## config.mk

```make
export PLATFORM = sky130hd
export DESIGN_NAME = hood_mode_ctrl_flat
export DESIGN_NICKNAME = d
export VERILOG_FILES = /design/src/rtl/hood_mode_ctrl_if.sv /design/src/rtl/hood_mode_ctrl.sv /design/src/flat_wrapper.sv
export SDC_FILE = /design/constraint.sdc
export NUM_CORES = 1
export LEC_CHECK = 0
export ABC_AREA = 0
export BUFFER_PORTS_ARGS = -buffer_cell sky130_fd_sc_hd__buf_2
export CORE_AREA = 5 5 65 67
export DETAILED_ROUTE_END_ITERATION = 12
export DIE_AREA = 0 0 70 72
export SLEW_MARGIN = 20
export SYNTH_ARGS = -nofsm -noshare
export SYNTH_HDL_FRONTEND = slang
export SYNTH_SLANG_ARGS = --single-unit
```

## constraint.sdc

```tcl
create_clock -name clk -period 2.2 [get_ports clk]
set_input_delay 0.22 -clock clk [delete_from_list [all_inputs] [get_ports clk]]
set_output_delay 0.22 -clock clk [all_outputs]
set_load 0.05 [all_outputs]
```

## src/rtl/hood_mode_ctrl_if.sv

```systemverilog
`default_nettype none
// ============================================================================
// Module      : hood_mode_ctrl_if
// Description : Button/tick inputs and wind-mode outputs of the hood mode
//               controller, bundled for the controller and its driver.
// Revision    : 1.0 - initial release
// ============================================================================
interface hood_mode_ctrl_if;
    logic       tick_1hz;
    logic       menu_btn;
    logic       mode1_btn;
    logic       mode2_btn;
    logic       mode3_btn;
    logic [2:0] mode_state;
    logic       power_on;
    logic       hurricane_used;
    logic [6:0] countdown_sec;

    modport master (
        output tick_1hz, menu_btn, mode1_btn, mode2_btn, mode3_btn,
        input  mode_state, power_on, hurricane_used, countdown_sec
    );

    modport slave (
        input  tick_1hz, menu_btn, mode1_btn, mode2_btn, mode3_btn,
        output mode_state, power_on, hurricane_used, countdown_sec
    );
endinterface
`default_nettype wire

```

## src/rtl/hood_mode_ctrl.sv

```systemverilog
`default_nettype none
// ============================================================================
// Module      : hood_mode_ctrl
// Description : Range-hood wind mode FSM with one-shot hurricane boost and
//               timed forced-exhaust cooldown after a hurricane abort.
// Revision    : 1.0 - initial release
// ============================================================================
module hood_mode_ctrl #(
    parameter int HURRICANE_SEC = 60,
    parameter int COOLDOWN_SEC  = 60
) (
    input  wire logic       clk,
    input  wire logic       rst,
    hood_mode_ctrl_if.slave bus
);

    typedef enum logic [2:0] {
        S_OFF      = 3'd0,
        S_STANDBY  = 3'd1,
        S_MODE1    = 3'd2,
        S_MODE2    = 3'd3,
        S_HURR     = 3'd4,
        S_COOLDOWN = 3'd5
    } state_t;

    localparam logic [6:0] C_HURR_LOAD = 7'(HURRICANE_SEC);
    localparam logic [6:0] C_COOL_LOAD = 7'(COOLDOWN_SEC);

    state_t     state_q, state_d;
    logic [3:0] btn_prev_q, btn_prev_d;
    logic [6:0] countdown_q, countdown_d;
    logic       used_q, used_d;
    logic [2:0] mode_state_q, mode_state_d;
    logic       power_on_q, power_on_d;

    logic [3:0] btn_now;
    logic [3:0] rise;
    logic       press_menu, press_m3, press_m2, press_m1;
    logic       can_hurr;

    always_comb begin
        // Bit order {mode3, mode2, mode1, menu}
        btn_now    = {bus.mode3_btn, bus.mode2_btn, bus.mode1_btn, bus.menu_btn};
        btn_prev_d = btn_now;
        rise       = btn_now & ~btn_prev_q;

        press_menu = rise[0];
        press_m3   = rise[3] & ~rise[0];
        press_m2   = rise[2] & ~rise[3] & ~rise[0];
        press_m1   = rise[1] & ~rise[2] & ~rise[3] & ~rise[0];
        can_hurr   = press_m3 & ~used_q;

        state_d     = state_q;
        countdown_d = countdown_q;
        used_d      = used_q;

        case (state_q)
            S_OFF: begin
                if (press_menu) begin
                    state_d     = S_STANDBY;
                    countdown_d = 7'd0;
                end
            end
            S_STANDBY, S_MODE1, S_MODE2: begin
                if (press_menu) begin
                    state_d     = (state_q == S_STANDBY) ? S_OFF : S_STANDBY;
                    countdown_d = 7'd0;
                    if (state_q == S_STANDBY) begin
                        used_d = 1'b0;
                    end
                end else if (can_hurr) begin
                    state_d     = S_HURR;
                    countdown_d = C_HURR_LOAD;
                    used_d      = 1'b1;
                end else if (press_m2) begin
                    state_d     = S_MODE2;
                    countdown_d = 7'd0;
                end else if (press_m1) begin
                    state_d     = S_MODE1;
                    countdown_d = 7'd0;
                end
            end
            S_HURR: begin
                // An accepted menu press swallows a coincident tick
                if (press_menu) begin
                    state_d     = S_COOLDOWN;
                    countdown_d = C_COOL_LOAD;
                end else if (bus.tick_1hz) begin
                    if (countdown_q <= 7'd1) begin
                        state_d     = S_MODE2;
                        countdown_d = 7'd0;
                    end else begin
                        countdown_d = countdown_q - 7'd1;
                    end
                end
            end
            S_COOLDOWN: begin
                if (bus.tick_1hz) begin
                    if (countdown_q <= 7'd1) begin
                        state_d     = S_STANDBY;
                        countdown_d = 7'd0;
                    end else begin
                        countdown_d = countdown_q - 7'd1;
                    end
                end
            end
            default: begin
                state_d     = S_OFF;
                countdown_d = 7'd0;
                used_d      = 1'b0;
            end
        endcase

        case (state_d)
            S_MODE1:    mode_state_d = 3'b001;
            S_MODE2:    mode_state_d = 3'b010;
            S_HURR:     mode_state_d = 3'b011;
            S_COOLDOWN: mode_state_d = 3'b100;
            default:    mode_state_d = 3'b000;
        endcase
        power_on_d = (state_d != S_OFF);
    end

    // Previous-value flops reset high so a button held through reset is not a press
    always_ff @(posedge clk or posedge rst) begin
        if (rst) begin
            state_q      <= S_OFF;
            btn_prev_q   <= 4'b1111;
            countdown_q  <= 7'd0;
            used_q       <= 1'b0;
            mode_state_q <= 3'b000;
            power_on_q   <= 1'b0;
        end else begin
            state_q      <= state_d;
            btn_prev_q   <= btn_prev_d;
            countdown_q  <= countdown_d;
            used_q       <= used_d;
            mode_state_q <= mode_state_d;
            power_on_q   <= power_on_d;
        end
    end

    assign bus.mode_state     = mode_state_q;
    assign bus.power_on       = power_on_q;
    assign bus.hurricane_used = used_q;
    assign bus.countdown_sec  = countdown_q;

endmodule
`default_nettype wire

```

## src/flat_wrapper.sv

```systemverilog
// flat-port wrapper written by rule: the top's interface ports become plain ports
module hood_mode_ctrl_flat 
#(
    parameter int HURRICANE_SEC = 60,
    parameter int COOLDOWN_SEC  = 60
)
  (clk, rst, bus_tick_1hz, bus_menu_btn, bus_mode1_btn, bus_mode2_btn, bus_mode3_btn, bus_mode_state, bus_power_on, bus_hurricane_used, bus_countdown_sec);
  hood_mode_ctrl_if bus_i ();
  input  wire logic clk;
  input  wire logic rst;
  input wire logic [$bits(bus_i.tick_1hz)-1:0] bus_tick_1hz;
  input wire logic [$bits(bus_i.menu_btn)-1:0] bus_menu_btn;
  input wire logic [$bits(bus_i.mode1_btn)-1:0] bus_mode1_btn;
  input wire logic [$bits(bus_i.mode2_btn)-1:0] bus_mode2_btn;
  input wire logic [$bits(bus_i.mode3_btn)-1:0] bus_mode3_btn;
  output wire logic [$bits(bus_i.mode_state)-1:0] bus_mode_state;
  output wire logic [$bits(bus_i.power_on)-1:0] bus_power_on;
  output wire logic [$bits(bus_i.hurricane_used)-1:0] bus_hurricane_used;
  output wire logic [$bits(bus_i.countdown_sec)-1:0] bus_countdown_sec;
  assign bus_i.tick_1hz = bus_tick_1hz;
  assign bus_i.menu_btn = bus_menu_btn;
  assign bus_i.mode1_btn = bus_mode1_btn;
  assign bus_i.mode2_btn = bus_mode2_btn;
  assign bus_i.mode3_btn = bus_mode3_btn;
  assign bus_mode_state = bus_i.mode_state;
  assign bus_power_on = bus_i.power_on;
  assign bus_hurricane_used = bus_i.hurricane_used;
  assign bus_countdown_sec = bus_i.countdown_sec;
  hood_mode_ctrl #(.HURRICANE_SEC(HURRICANE_SEC), .COOLDOWN_SEC(COOLDOWN_SEC)) u_core (.clk(clk), .rst(rst), .bus(bus_i));
endmodule
```

**Yosys cells after proc, flatten, opt, wreduce, memory -nomap -nowiden**

Index checks and enable logic that the tools add are counted.

- Add/subtract/negate cells: 1
- Order comparisons: 1
- Equality and inequality tests: 13
- Mux-type cells: 26
- Bitwise gates (word level): 14
- Reductions and logical operators: 6

Operators with widths:

| cell | count |
|---|---|
| $mux 7 | 8 |
| $mux 3 | 10 |
| $pmux 7 s4 | 1 |
| $pmux 3 s4 | 2 |
| $eq 3x2->1 const B | 4 |
| $eq 3x3->1 const B | 4 |
| $and 1x1->1 | 7 |
| $le 7x1->1 const B | 1 |
| $sub 7x1->7 const B | 1 |
| $reduce_or 3->1 | 2 |
| $ne 5x1->1 const B | 1 |
| $not 1->1 | 5 |
| $and 4x4->4 | 1 |
| $mux 1 | 4 |
| $not 4->4 | 1 |
| $eq 3x1->1 const B | 1 |
| $logic_not 3->1 | 1 |
| $ne 3x1->1 const B | 1 |
| $ne 3x3->1 const B | 1 |
| $reduce_and 3->1 | 1 |
| $reduce_bool 3->1 | 1 |
| $ne 2x1->1 const B | 1 |
| $pmux 1 s2 | 1 |
| $reduce_and 2->1 | 1 |

- Bits in registers: 19
- Input bits: 7
- Output and inout bits: 12
- Logic and storage cells: 67

**Longest topological paths before layout**

Gate-level depths: netlist (run 1).

- Word-level depth: 13
- Gate-level depth with buffers: 7

**Least setup slack after synthesis (run 1)**

OpenSTA, ideal clock, no wires.

- Path kind: flip-flop to flip-flop
- Start: reg u_core.countdown_q[2] (netlist: u_core.bus.countdown_sec[2])
- End: reg u_core.countdown_q[6] (netlist: u_core.bus.countdown_sec[6])
- Setup time: 0.125 ns
- Data arrival time: 1.982 ns
- Required time: 2.075 ns
- Slack: 0.094 ns
- Cell stages (with the launch flop): 6
- Path buffers: 0
- Cells stage by stage: dfrtp_1 > or4b_4 > o41ai_4 > nor2_2 > and2_1 > mux2_2

- Cells in the longest elaborated chain, start to end: 5

RTL lines:

| what | line | RTL |
|---|---|---|
| from (decl) | hood_mode_ctrl.sv:31 | `logic [6:0] countdown_q, countdown_d;` |
| from (signal assigned) | hood_mode_ctrl.sv:136 | `countdown_q <= countdown_d;` |
| $sub 7x1->7 or $le 7x1->1 (tied branches) | -- |  |
| $mux 7 (*) | hood_mode_ctrl.sv:89, hood_mode_ctrl.sv:99 |  |
| $mux 7 (*) | hood_mode_ctrl.sv:98 | `if (bus.tick_1hz) begin` |
| $mux 7 | hood_mode_ctrl.sv:85 | `if (press_menu) begin` |
| $pmux 7 s4 (*) | hood_mode_ctrl.sv:57 | `case (state_q)` |

Every way passes the cells marked *; elsewhere a longest branch is shown, timed or not.
A chain may end at the register's enable or synchronous reset.

**Worst setup path in the final report (run 1)**

- Start: reg u_core.countdown_q[3] (netlist: u_core.bus.countdown_sec[3])
- End: reg u_core.countdown_q[6] (netlist: u_core.bus.countdown_sec[6])

The elaborated chain is that of the path after synthesis.

==> impl_metrics.toml, run 1 <==
[die]
io_pins = 19
die_h_microns = 72
rows = 22
core-area_sq_mm = 0.00358
die_w_microns = 70
dieArea_sq_mm = 0.00504
start_util_pct = 28.9

[logic_synthesis]
syn_avg_cell_area_sq_um = 10.0
synth_area_leader_cell = "dfrtp_1"
synth_area_sq_mm = 0.00103
ys_top_cells_by_count = "dfrtp_1 (15), nor2_1 (9), inv_1 (7)"
synthTopCellsByArea = "dfrtp_1 (36%), dfstp_2 (10%), a31oi_1 (3.6%)"
synth_async_sr_flop_share_pct = 100
synthCells = 103
synthMostInstantiatedCell = "dfrtp_1"
yosys_register_bits = 19
ys_warn_count = 0
ys_seq_area_share_pct = 46.4
synthFlopType = "dfrtp_1"
yosysUniqueCellTypes = 38
synth_top_area_share_pct = 36.3
synth_nets = 112
synth_edf_count = 0

[drt]
num_vias = 858
wl_microns = 2240
drt_pass1_iterations = 4
drc = 0
drtIter0Drc = 27
wl_per_cell_microns = 12.9
via_per_inst = 4.93
final_antenna_net_count = 0

[power]
intPower_w = 0.000899
vdd_drop_max_mv = 0.633
leakagePower_nw = 0.567
p_seq_share_pct = 33.6
cellPowerDensity_mw_per_mm2 = 1530
clkPwrFrac_pct = 9.6
power_switching_share_pct = 52.0
pwr-share-comb_pct = 56.8
switchingPower_w = 0.000975

[clock_tree]
post_cts_resized = 0
cts_tree = "built"
clk_pin_slew_ns = 0.11
post_cts_buffers = 0
cts_num_sinks = 19
clockBufferDepth = 2
cts_made_buffers = 3
cts.hold.buffers_added = 0
clock_latency_ns = 0.30
cts_root_buf = "clkbuf_4"
htreeDepth = 1

[layout]
multi_input_area_sq_um = 523
n_antenna_cell = 0
seq_area_sq_um = 480
drive_gt1_share_pct = 27.8
fillers = 402
area_growth_pct = 18.0
fin_nets = 136

[outcome]
status = "completed"

[sta]
hold_viol_final = 0
fmax_ghz = 0.500
finalMaxSlewViolations = 0
setup_ws_ns = 0.198
period_share_pct = 91.0
final.setup_skew_ns = 0.00434
tightest_slew_ns = 0.724
relSlewSlack_pct = 51.7
rsz0062_at_grt = "no"
period_needed_ns = 2.00
tns_ns = 0
setup_viol = 0

[grt]
grt_max_degree = 20
grtUsageTotal_pct = 9.65
grt_pass1_wl_microns = 3970
overflow = 0
grt_pass1_vias = 905
antenna_found_initial = 0

[placed_design]
place.port_buffers = 18
dp_hpwl_microns = 1720
globalplace.congestion = 0.764
dp_worst_setup_slack_ns = 0.230

[critical_path]
critical_path.max_fanout = 7
critPathKind = "flip-flop to flip-flop"
cp.required_ns = 2.39
start_kind = "flip-flop"
endpoint_kind = "flip-flop"
crit_arrival_ns = 2.20

[hold_path]
hold_class = "primary input to flip-flop"

[run]
max_cap_violations = 0
placed cells by master, fill, tap and decap left out, drive strengths merged, types with 3 or more instances in the layout:
cell type	instances
o21ai	4
clkbuf	4
nor3	5
nor2	10
dfstp	4
inv	7
a21oi	4
nor2b	5
dfrtp	15
nand2	6
or4b	3
or3	3
a211oi	3
a31oi	6
buf	20
nand2b	5
final cells by class:
| cell class | instances | area share [%] |
|---|---|---|
| clock buffers | 4 | 2.15 |
| flip-flops and latches | 19 | 39.3 |
| inverters | 7 | 2.15 |
| well taps | 48 | 4.92 |
| multi-input cells | 76 | 42.8 |
| repair buffers | 20 | 8.61 |
power groups by stage:
stage / clock network, W / registers [W] / logic (W)
4_1_cts: 0.000188 / 0.000630 / 0.00107
3_3_place_gp: 0 / 0.000629 / 0.00106
6_report: 0.000180 / 0.000629 / 0.00106
3_5_place_dp: 0 / 0.000636 / 0.00107
2_1_floorplan: 0 / 0.000907 / 0.000542
5_1_grt: 0.000203 / 0.000654 / 0.00117
sequential cells by signal (all words and copies together) (netlist names):
signal and cells:
u_core.btn_prev_q 4, u_core.bus.countdown_sec 7, u_core.bus.hurricane_used 1, u_core.bus.mode_state 3, u_core.bus.power_on 1, u_core.state_q 3
worst max-delay path: stages, from the launching register on:
cell,delay (ns)
dfrtp_1,0.45
or4b_4,0.58
o41ai_4,0.37
nor2_2,0.10
and2_1,0.15
mux2_2,0.25
per-layer routing:
| metal | share of wire [%] | vias to the layer above | GRT usage [%] |
|---|---|---|---|
| li1 | - | 423 | - |
| met5 | 0 | - | 0 |
| met2 | 49 | 17 | 16.7 |
| met4 | 2.1 | 0 | 5.11 |
| met3 | 3.3 | 6 | 1.80 |
| met1 | 45 | 412 | 11.4 |
metrics by stage:
stage	hold slack [ns]	cell area (sq um)	power [W]	util [%]	instances
4_1_cts	0.00497	1220	0.00189	34.1	174
2_1_floorplan	0.168	1030	0.00145	-	103
5_1_grt	0.000613	1220	0.00203	34.1	174
6_report	0.0126	1220	0.00187	34.1	174
3_5_place_dp	0.338	1190	0.00171	33.4	170
3_3_place_gp	0.334	1190	0.00169	33.4	170
final timing paths:
kind                       slack, ns                                      end  cells past startpoint                                    start
max                             0.20  u_core.bus.countdown_sec[6]$_DFFE_PP0P_                      5  u_core.bus.countdown_sec[3]$_DFFE_PP0P_
min                             0.01           u_core.btn_prev_q[1]$_DFF_PP1_                      1                            bus_mode1_btn
max reg2reg                     0.20  u_core.bus.countdown_sec[6]$_DFFE_PP0P_                      5  u_core.bus.countdown_sec[3]$_DFFE_PP0P_
min reg2reg                     0.60  u_core.bus.countdown_sec[2]$_DFFE_PP0P_                      1  u_core.bus.countdown_sec[2]$_DFFE_PP0P_
max in group asynchronous       1.73              u_core.state_q[0]$_DFF_PP0_                      2                                      rst
min in group asynchronous       0.02  u_core.bus.countdown_sec[3]$_DFFE_PP0P_                      2                                      rst
kinds of logic after synthesis:
family	Yosys count	synth area share (%)
DFF	19	46.4
AOI/OAI and AO/OA	28	20.4
adders and majority gates	2	2.42
and+or+nand+nor	43	24.7
buffers and inverters	8	3.02
muxes	3	3.02
Note: power is estimated with default switching activity, not from simulation.
==> run 2: changes to the inputs <==
Settings changed: CELL_PAD_IN_SITES_DETAIL_PLACEMENT set to 1, CELL_PAD_IN_SITES_GLOBAL_PLACEMENT set to 1, PLACE_DENSITY_LB_ADDON set to 0.1.
==> run 2 against run 1 <==
Net effect:
- non-clock buffer count increased by 3
- combinational power grew 5%
- flip-flop and latch count is the same
- sequential share of layout area is 0.87 points lower
- register-to-register slack about the same
- hold slack improved by 0.0082 ns
- worst setup slack gained 0.0012 ns
- final area grew 2.3%
- cell count increased by 1.7%
- critical path type unchanged
- highest routed layer unchanged
==> impl_metrics.toml, run 2 (same netlist as run 1, synthesis figures left out) <==
[critical_path]
r2r-start = "u_core.bus.countdown_sec[2]$_DFFE_PP0P_"
start_kind = "flip-flop"
cp.required_ns = 2.40
critPathLaunch = "u_core.bus.countdown_sec[2]$_DFFE_PP0P_"
critical_path.max_fanout = 6
critPathKind = "flip-flop to flip-flop"
crit_arrival_ns = 2.20
endpoint_kind = "flip-flop"
rr_worst_depth = 5

[sta]
setup_viol = 0
final.setup_skew_ns = 0.00528
hold_viol_final = 0
fmax_ghz = 0.500
tns_ns = 0
tightest_slew_ns = 0.751
rsz0062_at_grt = "no"
setup_ws_ns = 0.199
relSlewSlack_pct = 49.9
finalMaxSlewViolations = 0
period_needed_ns = 2.00
period_share_pct = 90.9

[layout]
final_cell_mix = "buf_2 (18), dfrtp_1 (15), nor2_1 (9)"
n_antenna_cell = 0
fin_nets = 139
area_growth_pct = 20.7
fillers = 427
largest_reg_flops = 7
mostFrequentLayoutCell = "buf_2"
final_area_sq_mm = 0.00125
drive_gt1_share_pct = 27.9
multi_input_area_sq_um = 523
seq_area_sq_um = 480

[clock_tree]
clock_latency_ns = 0.30
htreeDepth = 1
cts_root_buf = "clkbuf_4"
cts_tree = "built"
cts_num_sinks = 19
clockBufferDepth = 2
cts.hold.buffers_added = 1
post_cts_resized = 0
post_cts_buffers = 0
cts_made_buffers = 3
clk_pin_slew_ns = 0.11

[power]
power_w = 0.00191
vdd_drop_max_mv = 0.606
leakagePower_nw = 0.581
cellPowerDensity_mw_per_mm2 = 1530

[placed_design]
globalplace.congestion = 0.742
place.port_buffers = 18
dp_worst_setup_slack_ns = 0.201
dp_hpwl_microns = 1990
detailed_place.area_sq_mm = 0.00120

[outcome]
status = "completed"

[grt]
grtUsageTotal_pct = 10.9
antenna_found_initial = 0
grt_pass1_wl_microns = 4400
grt_max_degree = 20
overflow = 0
grt_pass1_vias = 922

[die]
dieArea_sq_mm = 0.00504
core-area_sq_mm = 0.00358
die_w_microns = 70
die_h_microns = 72
start_util_pct = 28.9
rows = 22
io_pins = 19

[drt]
wl_microns = 2560
wl_per_cell_microns = 14.5
drc = 0
num_vias = 858
drt_pass1_iterations = 3
final_antenna_net_count = 0
drtIter0Drc = 12
via_per_inst = 4.85

[run]
max_cap_violations = 0

[hold_path]
hold_class = "primary input to flip-flop"
hp-start = "bus_mode3_btn"
hold_path_depth = 1
-- run 2: final cells by class --
cell class | instances | area share (%)
Clock buffer | 4 | 2.10
Inverter | 7 | 2.10
Multi-Input combinational cell | 76 | 41.9
Sequential cell | 19 | 38.5
Tap cell | 48 | 4.81
Timing Repair Buffer | 23 | 10.6
-- run 2: path summary, 6_finish.rpt --
kind,endpoint,slack [ns]
worst max-delay path,u_core.bus.countdown_sec[6]$_DFFE_PP0P_,0.20
max in group asynchronous,u_core.bus.countdown_sec[0]$_DFFE_PP0P_,1.69
worst min-delay path,u_core.btn_prev_q[3]$_DFF_PP1_,0.02
min in group asynchronous,u_core.bus.hurricane_used$_DFFE_PP0P_,0.04
worst max register to register,u_core.bus.countdown_sec[6]$_DFFE_PP0P_,0.20
worst min register to register,u_core.bus.countdown_sec[0]$_DFFE_PP0P_,0.58
-- run 2: critical path, cell delays in order (launching register included) --
cell	delay, ns
dfrtp_1	0.45
or4b_4	0.60
o41ai_4	0.37
nor2_2	0.08
and2_1	0.14
mux2_2	0.25
-- run 2: layer usage --
metal,GRT usage (%),part of all wire (%)
met1,12.9,44
met2,19.6,52
met3,2.35,3.2
met4,3.83,1.1
met5,0,0
-- run 2: stage by stage --
stage               utilization, %  hold WS, ns  instances
floorplan                        -        0.168        103
global placement              33.6        0.334        171
detailed placement            33.6        0.337        171
CTS                           34.6      0.00113        176
global route                  34.9      0.00235        177
finish                        34.9       0.0209        177
-- run 2: report_power, final --
part / switching [W] / internal [W] / leakage, nW
Sequential: 0.000145 / 0.000472 / 0.238
Combinational: 0.000740 / 0.000371 / 0.328
Clock: 0.000111 / 0.0000706 / 0.0150
Total: 0.000996 / 0.000914 / 0.581
==> run 3: changes to the inputs <==
Settings changed: RECOVER_POWER set to 50.
==> run 3 against run 2 <==
Net effect:
- combinational power about the same
- sequential share of layout area grew 0.23 points
- largest power group unchanged
- clock-buffer cell count did not move
==> impl_metrics.toml, run 3 (same netlist as run 1, synthesis figures left out) <==
[outcome]
status = "completed"

[sta]
period_needed_ns = 2.00
relSlewSlack_pct = 49.9
hold_viol_final = 0
tns_ns = 0
period_share_pct = 90.9
rsz0062_at_grt = "no"
setup_viol = 0
fmax_ghz = 0.500
tightest_slew_ns = 0.751
final.setup_skew_ns = 0.00531
finalMaxSlewViolations = 0

[die]
die_h_microns = 72
core-area_sq_mm = 0.00358
die_w_microns = 70
io_pins = 19
rows = 22
start_util_pct = 28.9
dieArea_sq_mm = 0.00504

[drt]
wl_microns = 2560
via_per_inst = 4.86
wl_per_cell_microns = 14.5
drc = 0
num_vias = 860
drt_pass1_iterations = 3
drtIter0Drc = 16
final_antenna_net_count = 0

[critical_path]
endpoint_kind = "flip-flop"
r2r-start = "u_core.bus.countdown_sec[2]$_DFFE_PP0P_"
critical_path.max_fanout = 6
crit_arrival_ns = 2.20
r2r-end = "u_core.bus.countdown_sec[6]$_DFFE_PP0P_"
critPathKind = "flip-flop to flip-flop"
critPathLaunch = "u_core.bus.countdown_sec[2]$_DFFE_PP0P_"
rr_worst_depth = 5
start_kind = "flip-flop"
crit_end = "u_core.bus.countdown_sec[6]$_DFFE_PP0P_"
cp.required_ns = 2.40
r2r_setup_slack_ns = 0.20

[power]
vdd_drop_max_mv = 0.624
cellPowerDensity_mw_per_mm2 = 1540
leakagePower_nw = 0.563

[grt]
antenna_found_initial = 0
grtUsageTotal_pct = 10.9
grt_pass1_wl_microns = 4400
grt_max_degree = 20
overflow = 0
grt_pass1_vias = 922

[clock_tree]
cts_num_sinks = 19
cts_tree = "built"
clockBufferDepth = 2
post_cts_resized = 0
cts_root_buf = "clkbuf_4"
cts_made_buffers = 3
clk_pin_slew_ns = 0.11
clock_latency_ns = 0.30
htreeDepth = 1

[layout]
area_growth_pct = 20.0
drive_gt1_share_pct = 23.3
fillers = 428
final_cell_mix = "dfrtp_1 (15), buf_2 (12), nor2_1 (9)"
fin_nets = 139
largest_reg_flops = 7
final_util_pct = 34.7
n_antenna_cell = 0
mostFrequentLayoutCell = "dfrtp_1"

[hold_path]
hold_class = "primary input to flip-flop"

[placed_design]
globalplace.congestion = 0.742
dp_hpwl_microns = 1990
place.port_buffers = 18

[run]
max_cap_violations = 0
[run 3: cell count changes in the layout (fill, tap and decap cells not counted), sizes merged]
| cell | previous run | this run |
|---|---|---|
| clkbuf | 4 | 10 |
| buf | 21 | 15 |
[run 3: cell type report]
cell class,instances,area (sq um),share of cell area (%)
timing repair buffer,23,125,10.1
inverter,7,26.3,2.12
sequential,19,480,38.7
multi-input combinational,76,523,42.1
tap,48,60.1,4.84
clock buffer,4,26.3,2.12
[run 3: worst min path at each step]
stage	cells past startpoint	startpoint	slack, ns	endpoint
2_1_floorplan	1	rst	0.17	u_core.bus.countdown_sec[0]$_DFFE_PP0P_
3_3_place_gp	1	bus_mode1_btn	0.33	u_core.btn_prev_q[1]$_DFF_PP1_
3_5_place_dp	1	bus_mode2_btn	0.34	u_core.btn_prev_q[2]$_DFF_PP1_
4_1_cts	1	bus_mode1_btn	0.001	u_core.btn_prev_q[1]$_DFF_PP1_
5_1_grt	1	bus_mode3_btn	0.0001	u_core.btn_prev_q[3]$_DFF_PP1_
6_report	1	bus_mode3_btn	0.01	u_core.btn_prev_q[3]$_DFF_PP1_
[run 3: report_power, final]
part	internal (W)	total [W]	switching, W
sequential	0.000472	0.000618	0.000146
combinational	0.000366	0.00111	0.000740
clock	0.0000706	0.000181	0.000111
total	0.000909	0.00191	0.000997
[run 3: metal layers]
metal | GRT usage, % | routed length (microns) | up-vias
met5 | 0 | 0 | -
met4 | 3.83 | 29 | 0
met3 | 2.35 | 84 | 4
met2 | 19.6 | 1320 | 11
met1 | 12.9 | 1130 | 417
li1 | - | - | 428
[run 3: repair_timing]
item                                    4_1_cts  5_1_grt
buffers inserted                              0        0
endpoints found under the hold margin         1        1
endpoints found under the setup margin        0        0
hold buffers                                  1        1
[run 3: stage by stage]
| stage | hold WS [ns] | worst slack (ns) | cells | power, W | instance area (sq um) |
|---|---|---|---|---|---|
| 2_1_floorplan | 0.168 | 0.0935 | 103 | 0.00145 | 1030 |
| 3_3_place_gp | 0.334 | 0.261 | 171 | 0.00173 | 1200 |
| 3_5_place_dp | 0.337 | 0.201 | 171 | 0.00175 | 1200 |
| 4_1_cts | 0.00113 | 0.181 | 176 | 0.00195 | 1240 |
| 5_1_grt | 0.000149 | 0.0661 | 177 | 0.00206 | 1240 |
| 6_report | 0.0105 | 0.199 | 177 | 0.00191 | 1240 |
[run 3: worst max-delay path: stages, from the launching register on]
cell     delay (ns)
dfrtp_1        0.45
or4b_4         0.60
o41ai_4        0.37
nor2_2         0.08
and2_1         0.14
mux2_2         0.25
